==> config.mk <==
export PLATFORM = sky130hd
export DESIGN_NAME = pc_target_table
export DESIGN_NICKNAME = d
export VERILOG_FILES = /design/src/rtl/pc_target_table.sv
export SDC_FILE = /design/constraint.sdc
export NUM_CORES = 1
export LEC_CHECK = 0
export CORE_MARGIN = 8
export CORE_UTILIZATION = 63
export DETAILED_ROUTE_END_ITERATION = 7
export MAX_ROUTING_LAYER = met4
export PLACE_DENSITY_LB_ADDON = 0.15
export RECOVER_POWER = 25
export SKIP_LAST_GASP = 1
export SYNTH_ARGS = -nofsm -noshare
export SYNTH_HDL_FRONTEND = slang
export SYNTH_SLANG_ARGS = --single-unit
==> constraint.sdc <==
create_clock -name Clk -period 7.6 [get_ports Clk]
set_input_delay 1.9 -clock Clk [delete_from_list [all_inputs] [get_ports Clk]]
set_output_delay 1.9 -clock Clk [all_outputs]
set_load 0.02 [all_outputs]
==> src/rtl/pc_target_table.sv <==
// pc_target_table: writable, direct-indexed branch-target table with valid
// bits and an integrated program counter.
//
// Each cycle fetch presents branch_tag. The table answers hit/target
// combinationally, and on the edge the PC either increments or jumps to the
// stored target. Entries are programmed through wr_*. clear_req starts a
// DEPTH-edge sweep that invalidates one entry per edge. Bad writes and branch
// misses set a sticky err flag that only Reset clears.
//
// Ports
//   Clk, Reset            clock, async active-high reset
//   stall                 hold PC this cycle
//   branch_req/branch_tag table branch request and lookup tag
//   wr_en/wr_tag/wr_target  program one entry
//   clear_req             start clearing all valid bits
//   pc                    current program counter
//   target, hit           combinational lookup result (target=0 on miss)
//   taken                 PC was loaded from the table on the previous edge
//   busy                  clear sweep in progress
//   valid_count           number of valid entries
//   err                   sticky error flag
module pc_target_table #(
  parameter int TAG_W = 8,
  parameter int PC_W  = 12,
  parameter int DEPTH = 16,
  localparam int CNT_W = $clog2(DEPTH + 1)
) (
  input  logic             Clk,
  input  logic             Reset,
  input  logic             stall,
  input  logic             branch_req,
  input  logic [TAG_W-1:0] branch_tag,
  input  logic             wr_en,
  input  logic [TAG_W-1:0] wr_tag,
  input  logic [PC_W-1:0]  wr_target,
  input  logic             clear_req,
  output logic [PC_W-1:0]  pc,
  output logic [PC_W-1:0]  target,
  output logic             hit,
  output logic             taken,
  output logic             busy,
  output logic [CNT_W-1:0] valid_count,
  output logic             err
);

  localparam int IDX_W = (DEPTH > 1) ? $clog2(DEPTH) : 1;
  // One extra bit so DEPTH == 2**TAG_W still compares correctly.
  localparam logic [TAG_W:0]   DEPTH_T = (TAG_W + 1)'(DEPTH);
  localparam logic [IDX_W-1:0] LAST    = IDX_W'(DEPTH - 1);

  typedef enum logic {IDLE, CLEAR} state_t;

  state_t           state_q, state_d;
  logic [IDX_W-1:0] idx_q, idx_d;
  logic [DEPTH-1:0] valid_q;
  logic [PC_W-1:0]  mem [DEPTH];

  logic             br_in, wr_in, clr_en, do_wr, wr_err, br_go;
  logic [IDX_W-1:0] br_idx, wr_idx;

  // Lookup on current contents; a same-edge write is not bypassed.
  assign br_in  = {1'b0, branch_tag} < DEPTH_T;
  assign wr_in  = {1'b0, wr_tag} < DEPTH_T;
  assign br_idx = branch_tag[IDX_W-1:0];
  assign wr_idx = wr_tag[IDX_W-1:0];
  assign hit    = br_in & valid_q[br_idx];
  assign target = hit ? mem[br_idx] : '0;

  assign busy   = (state_q == CLEAR);
  assign do_wr  = wr_en & ~busy & wr_in;
  assign wr_err = wr_en & (busy | ~wr_in);
  assign br_go  = ~busy & ~stall;

  // Clear sweep: one entry per edge, index 0..DEPTH-1, then back to IDLE.
  always_comb begin
    state_d = state_q;
    idx_d   = idx_q;
    clr_en  = 1'b0;
    case (state_q)
      IDLE: begin
        if (clear_req) begin
          state_d = CLEAR;
          idx_d   = '0;
        end
      end
      CLEAR: begin
        clr_en = 1'b1;
        idx_d  = idx_q + IDX_W'(1);
        if (idx_q == LAST) begin
          state_d = IDLE;
          idx_d   = '0;
        end
      end
      default: state_d = IDLE;
    endcase
  end

  always_ff @(posedge Clk or posedge Reset) begin
    if (Reset) begin
      state_q     <= IDLE;
      idx_q       <= '0;
      valid_q     <= '0;
      valid_count <= '0;
      pc          <= '0;
      taken       <= 1'b0;
      err         <= 1'b0;
    end else begin
      state_q <= state_d;
      idx_q   <= idx_d;

      // Writes only happen in IDLE and clears only in CLEAR, so the two
      // valid_count adjustments never collide.
      if (do_wr) begin
        valid_q[wr_idx] <= 1'b1;
        if (!valid_q[wr_idx]) valid_count <= valid_count + CNT_W'(1);
      end
      if (clr_en) begin
        valid_q[idx_q] <= 1'b0;
        if (valid_q[idx_q]) valid_count <= valid_count - CNT_W'(1);
      end

      taken <= 1'b0;
      if (br_go) begin
        if (branch_req && hit) begin
          pc    <= target;
          taken <= 1'b1;
        end else begin
          pc <= pc + PC_W'(1);
        end
      end

      if (wr_err || (br_go && branch_req && !hit)) err <= 1'b1;
    end
  end

  // Target storage is deliberately left out of reset; valid bits gate it.
  always_ff @(posedge Clk) begin
    if (do_wr) mem[wr_idx] <= wr_target;
  end

endmodule

==> impl_metrics.tcl <==
set metrics [dict create \
    hpwl_mm 15.3 \
    io_buffers 66 \
    antenna_found_initial 0 \
    grt_overflow 0 \
    syn_nets 605 \
    cts_sinks 232 \
    htree_levels 1 \
    max_freq_mhz 153 \
    critPathKind "primary input to primary output" \
    synth_top_flop_cell "edfxtp_1" \
    clockBufferDepth 3 \
    fin_skew_ns 0.0154 \
    cts_resized 0 \
    required_ns 5.70 \
    min_to "valid_count[4]" \
    grt_pass1_wl_mm 36.0 \
    finalSetupTns_ns 0 \
    rsz0062_at_grt "false" \
    fp.dieW_um 142 \
    rows 46 \
    fin_crit_ns 6.55 \
    pin_count 67 \
    dr.pass1.iters 5 \
    power.density_mw_per_mm2 258 \
    clock_latency_ns 0.50 \
    drcViolationCount 0 \
    cts_tree "done" \
    drtIter0Drc 636 \
    cp.arrival_ns 4.65 \
    r2r_slack_ns 4.59 \
    die_area_mm2 0.0201 \
    synth_cells 564 \
    crit_path_start_kind "primary input" \
    cp_max_fo 12 \
    p_leak_uw 0.00396 \
    syn_area_per_cell_um2 17.7 \
    synth_edf_count 192 \
    synthToLayoutAreaGrowth_pct 17.5 \
    finalCritPeriodShare_pct 86.2 \
    hold_buffers 0 \
    die_h_um 142 \
    worstHoldStart "valid_count[4]" \
    mappedNetlistArea_mm2 0.00997 \
    ys_seq_elements 232 \
    avgViaCountPerCell 6.60 \
    grt_pass1_vias 5895 \
    failed_checks "capacitance limit, slew limit" \
    postRouteAntennaNets 0 \
    yosys_warnings 0 \
    synth_area_leaders "edfxtp_1 58%, mux4_2 12%, dfrtp_1 10%" \
    yosysTopAreaCell "edfxtp_1" \
    initial_core_util_pct 63.7 \
    drive_gt1_share_pct 21.5 \
    grt.total_usage_pct 24.8 \
    critPathCaptureType "primary output" \
    dp_slack_ns 1.07 \
    status "complete, but fails checks" \
    wl_per_cell_um 26.9 \
    synth.top_cell.area_share_pct 57.8 \
    drv_cap 1 \
    reg2regPathDepth 6 \
    gp_congestion 0.948 \
    peakVddDrop_mv 0.268 \
    grt_max_degree 41 \
    wl_mm 23.6 \
    finalMaxSlewViolations 41 \
    min_path_type "flip-flop to flip-flop" \
    synth-async-reset-ratio_pct 17.2 \
    post_cts.repair.setup_buffers 0 \
    antenna_cells 0 \
    vias 5793 \
    synth.distinct_cells 61 \
    clk_transition_reported_paths_ns 0.06 \
    ys_seq_area_share_pct 67.8 \
    core_area_mm2 0.0157 \
    numCtsBuffers 23 \
    worst_slack_ns 1.05 \
    max-slew-margin-rel_pct -51.1 \
    cts_root_buffer "clkbuf_16" \
    setup_viol 0 \
    hold_violations 0 \
    worstHoldPathCells 1 \
    r2r-start "busy" \
    tightestPinTransition_ns 2.27 \
    r2r_end "mem[10][4]" \
    fin_nets 687 \
]
## metrics by stage
stage | cells | total power [uW] | utilization [%] | hold WS (ns) | area [um2]
floorplan | 564 | 1720 | - | 0.486 | 9970
global placement | 837 | 1850 | 69.8 | 0.462 | 10900
detailed placement | 837 | 1870 | 69.8 | 0.461 | 10900
CTS | 878 | 3040 | 74.9 | 0.473 | 11700
global route | 878 | 3120 | 74.9 | 0.505 | 11700
finish | 878 | 3020 | 74.9 | 0.472 | 11700
## state kept, by name, summed over array words and instances (netlist names)
register,flops
busy,1
pc,12
valid_q,16
taken,1
valid_count,5
mem,192
idx_q,4
err,1
## cell type report
| class | count | area [um2] |
|---|---|---|
| flip-flops and latches | 232 | 6770 |
| fillers | 955 | 3930 |
| multi-input cells | 293 | 3030 |
| repair buffers | 86 | 825 |
| clock buffers | 26 | 587 |
| well taps | 216 | 270 |
| clock inverters | 15 | 206 |
| inverters | 10 | 37.5 |
## kinds of logic after synthesis
logic type | after synthesis | share of synthesized area (%)
xor gates and xnor gates | 6 | 0.527
and+or+nand+nor | 117 | 5.88
buffers and inverters | 39 | 2.42
muxes | 73 | 15.0
DFF | 232 | 67.8
adders and majority gates | 7 | 0.878
AOI/OAI and AO/OA | 90 | 7.41
## power breakdown
group          total [uW]  switching [uW]  internal [uW]
combinational         360             201            159
clock                1180             453            726
sequential           1480            71.5           1410
total                3020             726           2300
## critical path: stages
cell and delay [ns]:
clkdlybuf4s50_1 0.72, buf_4 0.27, buf_4 0.24, mux4_2 0.32, a22o_1 0.25, a221oi_2 0.31
nor2_1 0.09, clkdlybuf4s50_1 0.55
## per-layer routing
layer	global-route usage, %	share of wire (%)	up-vias
met3	4.23	8.6	54
met1	32.4	40	2956
li1	-	-	2458
met4	7.69	2.2	0
met5	-	0	-
met2	39.5	49	325
## cells in the final DEF (no fill, tap or decap), types with 4 or more instances in the layout
master           instances
a21oi_1                 17
a221oi_2                 7
a22o_1                   9
buf_4                   18
bufinv_16                5
clkbuf_1                 4
clkbuf_16               23
clkdlybuf4s50_1         56
clkinv_2                 5
dfrtp_1                 40
dlygate4sd3_1            8
edfxtp_1               192
ha_1                     7
inv_1                   10
mux2_2                   4
mux2i_1                  7
mux4_1                   5
mux4_2                  54
nand2_1                 29
nand2b_1                 7
nand3_1                  4
nor2_1                  28
nor2b_1                 10
nor3_1                   7
nor4_1                   4
o21ai_0                  7
o22a_1                  17
o31ai_1                  4
o32a_1                   4
xor2_1                   4
## worst max-delay path by stage
stage	to	from	cells after the start	slack [ns]
2_1_floorplan	target[10]	branch_tag[1]	6	2.12
3_3_place_gp	target[11]	branch_tag[2]	8	1.10
3_5_place_dp	target[2]	branch_tag[2]	8	1.07
4_1_cts	target[2]	branch_tag[2]	8	1.06
5_1_grt	target[2]	branch_tag[2]	8	0.92
6_report	target[11]	branch_tag[2]	8	1.05
## cell usage after synthesis (all sizes together) (7+ instances only)
| master | number |
|---|---|
| edfxtp | 192 |
| mux4 | 59 |
| dfrtp | 40 |
| nor2 | 31 |
| nand2 | 30 |
| a21oi | 17 |
| o22a | 17 |
| buf | 15 |
| clkbuf | 14 |
| inv | 10 |
| nor2b | 10 |
| nor3 | 10 |
| a221oi | 9 |
| a22o | 9 |
| o21ai | 9 |
| ha | 7 |
| mux2 | 7 |
| mux2i | 7 |
| nand2b | 7 |
| nor4 | 7 |
(Power assumes the default switching activity.)
